--- src/rtl/seg7_capture.sv ---
// Captures a multiplexed 7-segment display (active-low seg/an) into a 16-bit hex frame.
// Optional err pulse on rejected samples is enabled by defining SEG7_CAPTURE_ERR_EN.
module seg7_capture #(
   parameter int unsigned STABLE_CYC = 16,
   parameter int unsigned W          = 4
) (
   input  logic         clk,
   input  logic         arst,
   input  logic [0:6]   seg,
   input  logic [W-1:0] an,
   output logic [15:0]  text,
   output logic         valid,
   output logic         err
);

   localparam int unsigned CW = $clog2(STABLE_CYC + 1);
   localparam logic [CW-1:0] CNT_MAX = CW'(STABLE_CYC);
   localparam logic [CW-1:0] ACC_AT  = CW'(STABLE_CYC - 1);

   typedef enum logic [1:0] {
      S_WAIT   = 2'd0,
      S_ACCEPT = 2'd1,
      S_HOLD   = 2'd2
   } state_t;

   state_t          state, state_nxt;
   logic [W-1:0]    smp_an;
   logic [6:0]      smp_seg;
   logic [CW-1:0]   cnt, cnt_nxt;
   logic [15:0]     shadow, shadow_nxt;
   logic [3:0]      mask, mask_nxt;
   logic            changed_c;
   logic            seg_ok, an_ok, wr_c;
   logic [3:0]      nib;
   logic [1:0]      dig;

   // Stability counter and accept FSM; the counter saturates so a dwell accepts only once.
   always_comb begin
      changed_c = ({an, seg} != {smp_an, smp_seg});
      cnt_nxt   = cnt;
      state_nxt = state;
      if (changed_c)
         cnt_nxt = '0;
      else if (cnt != CNT_MAX)
         cnt_nxt = cnt + CW'(1);
      case (state)
         S_WAIT:   if (!changed_c && cnt_nxt == ACC_AT) state_nxt = S_ACCEPT;
         S_ACCEPT: state_nxt = changed_c ? S_WAIT : S_HOLD;
         S_HOLD:   if (changed_c) state_nxt = S_WAIT;
         default:  state_nxt = S_WAIT;
      endcase
   end

   // Segment and anode decode of the registered sample.
   always_comb begin
      seg_ok = 1'b1;
      nib    = 4'h0;
      case (smp_seg)
         7'b0000001: nib = 4'h0;
         7'b1001111: nib = 4'h1;
         7'b0010010: nib = 4'h2;
         7'b0000110: nib = 4'h3;
         7'b1001100: nib = 4'h4;
         7'b0100100: nib = 4'h5;
         7'b0100000: nib = 4'h6;
         7'b0001111: nib = 4'h7;
         7'b0000000: nib = 4'h8;
         7'b0000100: nib = 4'h9;
         7'b0001000: nib = 4'hA;
         7'b1100000: nib = 4'hB;
         7'b0110001: nib = 4'hC;
         7'b1000010: nib = 4'hD;
         7'b0110000: nib = 4'hE;
         7'b0111000: nib = 4'hF;
         default:    seg_ok = 1'b0;
      endcase
      an_ok = 1'b1;
      dig   = 2'd0;
      case (smp_an)
         4'b1110: dig = 2'd0;
         4'b1101: dig = 2'd1;
         4'b1011: dig = 2'd2;
         4'b0111: dig = 2'd3;
         default: an_ok = 1'b0;
      endcase
      wr_c       = (state == S_ACCEPT) && an_ok && seg_ok;
      shadow_nxt = shadow;
      shadow_nxt[{dig, 2'b00} +: 4] = nib;
      mask_nxt   = mask | (4'b0001 << dig);
   end

   always_ff @(posedge clk) begin
      if (arst) begin
         state   <= S_WAIT;
         smp_an  <= '0;
         smp_seg <= '0;
         cnt     <= '0;
         shadow  <= '0;
         mask    <= '0;
         text    <= '0;
         valid   <= 1'b0;
      end else begin
         state   <= state_nxt;
         smp_an  <= an;
         smp_seg <= seg;
         cnt     <= cnt_nxt;
         valid   <= 1'b0;
         if (wr_c) begin
            shadow <= shadow_nxt;
            // Completing digit publishes the frame including itself.
            if (mask_nxt == 4'b1111) begin
               text  <= shadow_nxt;
               valid <= 1'b1;
               mask  <= '0;
            end else begin
               mask  <= mask_nxt;
            end
         end
      end
   end

`ifdef SEG7_CAPTURE_ERR_EN
   logic bad_c;
   // Blank anodes are silently ignored; any other undecodable accept is flagged.
   assign bad_c = (state == S_ACCEPT) && (smp_an != '1) && !(an_ok && seg_ok);

   always_ff @(posedge clk) begin
      if (arst) err <= 1'b0;
      else      err <= bad_c;
   end
`else
   assign err = 1'b0;
`endif

endmodule

--- config.mk ---
export PLATFORM = sky130hd
export DESIGN_NAME = seg7_capture
export DESIGN_NICKNAME = d
export VERILOG_FILES = /design/src/rtl/seg7_capture.sv
export SDC_FILE = /design/constraint.sdc
export NUM_CORES = 1
export LEC_CHECK = 0
export BUFFER_PORTS_ARGS = -buffer_cell sky130_fd_sc_hd__buf_2
export CAP_MARGIN = 25
export CORE_MARGIN = 3
export CORE_UTILIZATION = 40
export DETAILED_ROUTE_END_ITERATION = 6
export GPL_ROUTABILITY_DRIVEN = 0
export PLACE_DENSITY_LB_ADDON = 0.25
export REMOVE_ABC_BUFFERS = 1
export SYNTH_ARGS = -nofsm -noshare
export SYNTH_HDL_FRONTEND = slang
export SYNTH_SLANG_ARGS = --single-unit
export TNS_END_PERCENT = 20
--- constraint.sdc ---
create_clock -name clk -period 2.65 [get_ports clk]
set_input_delay 0.265 -clock clk [delete_from_list [all_inputs] [get_ports clk]]
set_output_delay 0.265 -clock clk [all_outputs]
set_load 0.01 [all_outputs]
* Word-level counts from Yosys, hierarchy flattened
Cells that the tools add are included.
** Word-level totals
- Output and inout bits :: 18
- Input bits :: 13
- Bits in registers :: 55
- Word-level logic and storage cells :: 66
** Operators by class
- $add $sub $neg :: 2
- Eq/ne operators :: 27
- Muxes and demuxes :: 13
- Reductions and logical operators :: 11
- Bitwise operators :: 2
- Shift operators :: 3
** Operators by type and width (number)
- $pmux W4 S15 :: 1
- $eq A7 B6 Y1 const B :: 5
- $eq A7 B7 Y1 const B :: 4
- $bwmux W16 :: 1
- $eq A4 B4 Y1 const B :: 4
- $reduce_or A16 Y1 :: 1
- $shift A4 B6 Y16 const A :: 1
- $shiftx A4 B6 Y16 :: 1
- $eq A7 B3 Y1 const B :: 2
- $eq A7 B4 Y1 const B :: 2
- $pmux W2 S3 :: 2
- $ne A11 B11 Y1 :: 1
- $mux W5 :: 2
- $eq A7 B1 Y1 const B :: 1
- $eq A7 B5 Y1 const B :: 1
- $logic_not A7 Y1 :: 1
- $mux W2 :: 3
- $neg A4 Y6 :: 1
- $add A5 B1 Y5 const B :: 1
- $eq A5 B4 Y1 const B :: 1
- $ne A5 B5 Y1 const B :: 1
- $eq A4 B3 Y1 const B :: 1
- $mux W4 :: 1
- $ne A2 B2 Y1 const B :: 2
- 12 further kinds :: 17

* Logic depth before layout (Yosys ltp)
- Depth in word-level cells :: 7
- Gate-level depth with buffers :: 11

* Least setup slack after synthesis
OpenSTA, ideal clock, no wires.
- Kind :: flip-flop to flip-flop
- Start :: register smp_an[3]
- End :: register text[10]
- Clock period less this slack :: 2.296 ns
- Arrival time :: 2.156 ns
- Stages on the path, launching flop included :: 11
- Slack :: 0.354 ns
- Library setup time :: 0.140 ns
- Path through :: dfxtp_1 -> buf_2 -> xor2_1 -> nand3_1 -> inv_1 -> ha_1 -> o22a_1 -> o221ai_1 -> a211oi_4 -> buf_2 -> a211oi_2
** Between the ends
- Word-level cells in the longest chain between the ends :: 6
- Elaborated cells on any way between the ends :: 17
** RTL lines
- from (decl) :: line 27 : logic [W-1:0] smp_an;
- from (signal assigned) :: line 104 : smp_an <= an;
- parallel branches: the longest is 6 deep, another holds $neg A4 Y6
- to (signal assigned) :: line 112 : text <= shadow_nxt;
- to (decl) :: line 11 : output logic [15:0] text,
Parallel ways; which one is timed is not known.
A chain may end at the register's enable or synchronous reset.

* Worst setup path after layout
- Start :: register smp_an[2]
- End :: register text[13]
Same word-level chain as after synthesis.

==> impl_summary.md <==
Min path
The tightest min-delay check is of the in2reg type. In this run the most critical hold path is launched from seg[1]. The end point of the worst hold path is smp_seg[5]$_SDFF_PP0_. Along the worst hold path, the cell count comes to 2.

Floorplan
The total area inside the core boundary comes to 6910 sq um. Row generation in the floorplan step produced 30 rows. The I/O pin total is 31. The chip width is slightly above 90 um.

The overall die area is between 8000 and 9000 sq um. The die is approximately 91 um tall. For this configuration, the core starts out at a cell density of 0.419.

Clock network
The H-tree was split into 2 levels. The later-pin clock latency in the skew report is 310 ps. In this run the clock root is driven by a sky130_fd_sc_hd__clkbuf_8. The clock drives 55 sinks. The clock transition time at the flip-flop clock pins of the worst setup and hold paths is 100 ps.

The CTS tree is done. Hold repair after CTS inserted 0 buffers. TritonCTS created 5 clock buffers. In this run the deepest clock path goes through 2 buffers.

Placed design
Prior to clock tree synthesis, the placed netlist has a worst setup slack of 211 ps. Summed over all nets, the half-perimeter wirelength after detailed placement is 4110 um. The standard cell area after detailed placement is 3110 sq um. Input and output buffers added on the ports amount to 29.

Synth
The commonest cells after synthesis are sky130_fd_sc_hd__dfxtp_1 (55), sky130_fd_sc_hd__nor2b_1 (32), sky130_fd_sc_hd__a21oi_1 (26). The cell count after synthesis came out at 310. The per-instance average area after synthesis is 9.34 sq um.

The biggest area consumer among synthesized cells is sky130_fd_sc_hd__dfxtp_1. After synthesis the netlist holds a flip-flop and latch count of 55. In the synthesized netlist the async set-or-reset flop fraction comes to 0.

The leading cell type by number of instances after synthesis is sky130_fd_sc_hd__dfxtp_1. The portion of the post-synthesis area used by sequential elements is 0.380. The synthesized design contains 0 enable-type register cells.

The synthesized cell area is 2900 sq um. Of the post-synthesis cell area, the dominant cell type holds 0.380. During synthesis, Yosys emitted a total of 0 warnings. Yosys attributes the largest share of cell area to sky130_fd_sc_hd__dfxtp_1 (38%), sky130_fd_sc_hd__nor2b_1 (6.9%), sky130_fd_sc_hd__xor2_1 (4.5%). The most used flip-flop cell after synthesis is sky130_fd_sc_hd__dfxtp_1.

The number of distinct library cells after synthesis is 52.

Critical path
The worst-case reg-to-reg path depth is 10. The terminus of the critical flop-to-flop path is text[13]$_SDFFE_PP0P_. The critical path goes through xor2_1 > nand3_1 > inv_1 > ha_1 > o22a_1 > o221ai_1 > a211oi_4 > buf_12 > nor2_1 > a211oi_1. The endpoint kind of the worst setup timing path is a register.

The worst setup path is of the reg2reg kind. For the worst setup path, the data required time is 2880 ps. The largest single stage delay on the critical path is 460 ps. On the critical path, the stage with the largest delay is an instance of sky130_fd_sc_hd__dfxtp_1. Among cell families on the critical path, the largest total delay comes from compound AO/OA/AOI/OAI gates. The register-to-register setup slack is 310 ps.

The type of element launching the critical path is a register. In this run the worst path has a maximum fanout of 37. The worst endpoint data arrival time is 2570 ps. The worst path buffer plus inverter count is 2. The startpoint of the lowest-slack register-to-register path is smp_an[2]$_SDFF_PP0_.

Timing
The highest achievable clock rate is 427 MHz. The final setup skew is a little over 7 ps. The final count of negative-setup-slack endpoints is 0.

The count of pins over their slew limit came to 0. After routing, the total negative slack on setup checks comes to 0 ps. Of the available clock period, the critical path in the final layout requires 0.884. The final number of hold-violating endpoints is 0. The smallest clock period supported by the final layout is computed as 2340 ps. The final worst setup slack is 306 ps.

Final hold analysis gives a worst-case slack of 194 ps. Setup repair after global routing left no endpoint under its margin. The transition time at the pin with the least slew margin is 567 ps. The remaining max-slew budget at the tightest pin is 0.621.

Outcome
The flow ran to the end, and the final reports show no timing, DRC or antenna violations.

Final layout
After the last flow step, the layout net total stands at around 360. The finished cells cover 3260 sq um. The ratio of cells with drive above 1 in the final layout is 0.218.

Relative to the synthesized area, the layout overhead comes to 12.5%. The final core area utilization is 0.472. The number of antenna diodes in the final layout is 0.

Global route
The first global-routing pass estimated 10,100 um of wire. Entering global routing, the biggest net connects 38 pins. The overall global routing resource usage is 0.147. The via count of the first global-routing pass is 2,116. The leftover overflow at the end of global routing is 0. The initial antenna violation count came to 0.

Route
The DRC violations left is 0. The detailed router placed 2,250 vias in this run. Once detail routing completed, the nets flagged for antenna violations numbered 0. Using the TritonRoute via totals, the vias-per-cell ratio works out to around 5.2. The pre-antenna-repair detailed-routing pass consisted of 4 iterations. The number of violations reported at the end of detailed-routing iteration 0 is about 120.

The post-detailed-routing wire length is 5880 um. After detailed routing, the average wire length per cell comes to 13.6 um.

Pwr
For this design the ratio of total power to cell area is just under 500 nW/um^2. The largest voltage drop on the vdd net is 0.242 mV. The leakage power is approximately 0.0012 uW.

Run
The tool flagged a number of max-cap violations equal to 0.
==> routing by layer <==
layer  vias up  global-route usage  wire (um)
met5         -                   0          0
met4         0              0.0402         60
met3         5              0.0290        163
met2        27               0.240       2760
met1      1072               0.196       2900
li1       1146                   -          -
==> metrics by stage <==
stage	instances	total power (uW)
floorplan	290	956
global placement	422	1010
detailed placement	422	1010
CTS	430	1600
global route	431	1660
finish	431	1580
==> sequential cells by signal (all words and copies together) (netlist names) <==
| name | count |
|---|---|
| shadow | 16 |
| text | 16 |
| smp_seg | 7 |
| cnt | 5 |
| mask | 4 |
| smp_an | 4 |
| state | 2 |
| valid | 1 |
==> timing repair <==
action,in CTS,in global routing
buffers inserted,0,0
endpoints found under the setup margin,0,24
gates resized for setup,0,4
==> layout by cell type, fill, tap and decap left out, types with 5 or more instances in the layout <==
master                     netlist  final
sky130_fd_sc_hd__a211oi_1        8      8
sky130_fd_sc_hd__a211oi_2        9      9
sky130_fd_sc_hd__a21oi_1        26     26
sky130_fd_sc_hd__a22o_1          8      8
sky130_fd_sc_hd__buf_2           8     29
sky130_fd_sc_hd__buf_4           5      6
sky130_fd_sc_hd__clkbuf_8        0      6
sky130_fd_sc_hd__dfxtp_1        55     55
sky130_fd_sc_hd__ha_1            9      9
sky130_fd_sc_hd__inv_1          11     10
sky130_fd_sc_hd__nand2_1         6      6
sky130_fd_sc_hd__nand2b_1        7      7
sky130_fd_sc_hd__nand3_1         9      8
sky130_fd_sc_hd__nor2_1         25     25
sky130_fd_sc_hd__nor2b_1        32     32
sky130_fd_sc_hd__nor3_1          7      7
sky130_fd_sc_hd__nor4_1          5      5
sky130_fd_sc_hd__xor2_1         15     15
==> cell type report <==
class	instances	area [sq um]
Sequential cell	55	1100
Fill cell	701	3650
Clock inverter	2	38.8
Tap cell	96	120
Multi-Input combinational cell	224	1660
Inverter	11	41.3
Timing Repair Buffer	37	218
Clock buffer	6	82.6
==> report_power, final <==
| part | total, uW | leakage (uW) | switching (uW) | internal [uW] |
|---|---|---|---|---|
| Combinational | 136 | 0.000732 | 80.2 | 55.8 |
| Sequential | 860 | 0.000446 | 24.8 | 835 |
| Clock | 586 | 0.0000618 | 275 | 311 |
==> cell families after synthesis <==
family / Yosys count / share of synthesized area
flip-flops: 55 / 0.380
multiplexers: 2 / 0.00691
AND/OR/NAND/NOR: 114 / 0.238
buffers and inverters: 31 / 0.0527
XOR/XNOR: 19 / 0.0575
AO/OA/AOI/OAI: 79 / 0.224
adder cells (fa/ha/maj): 9 / 0.0389
other: 1 / 0.00130
==> worst max path at each step <==
stage,cells after the start,startpoint,endpoint
floorplan,9,smp_an[3]$_SDFF_PP0_,text[10]$_SDFFE_PP0P_
global placement,7,smp_an[3]$_SDFF_PP0_,shadow[4]$_SDFFE_PP0N_
detailed placement,10,smp_an[3]$_SDFF_PP0_,text[1]$_SDFFE_PP0P_
CTS,7,smp_an[3]$_SDFF_PP0_,shadow[4]$_SDFFE_PP0N_
global route,10,smp_an[3]$_SDFF_PP0_,text[13]$_SDFFE_PP0P_
finish,10,smp_an[2]$_SDFF_PP0_,text[13]$_SDFFE_PP0P_
Note: power is estimated with default switching activity, not from simulation.
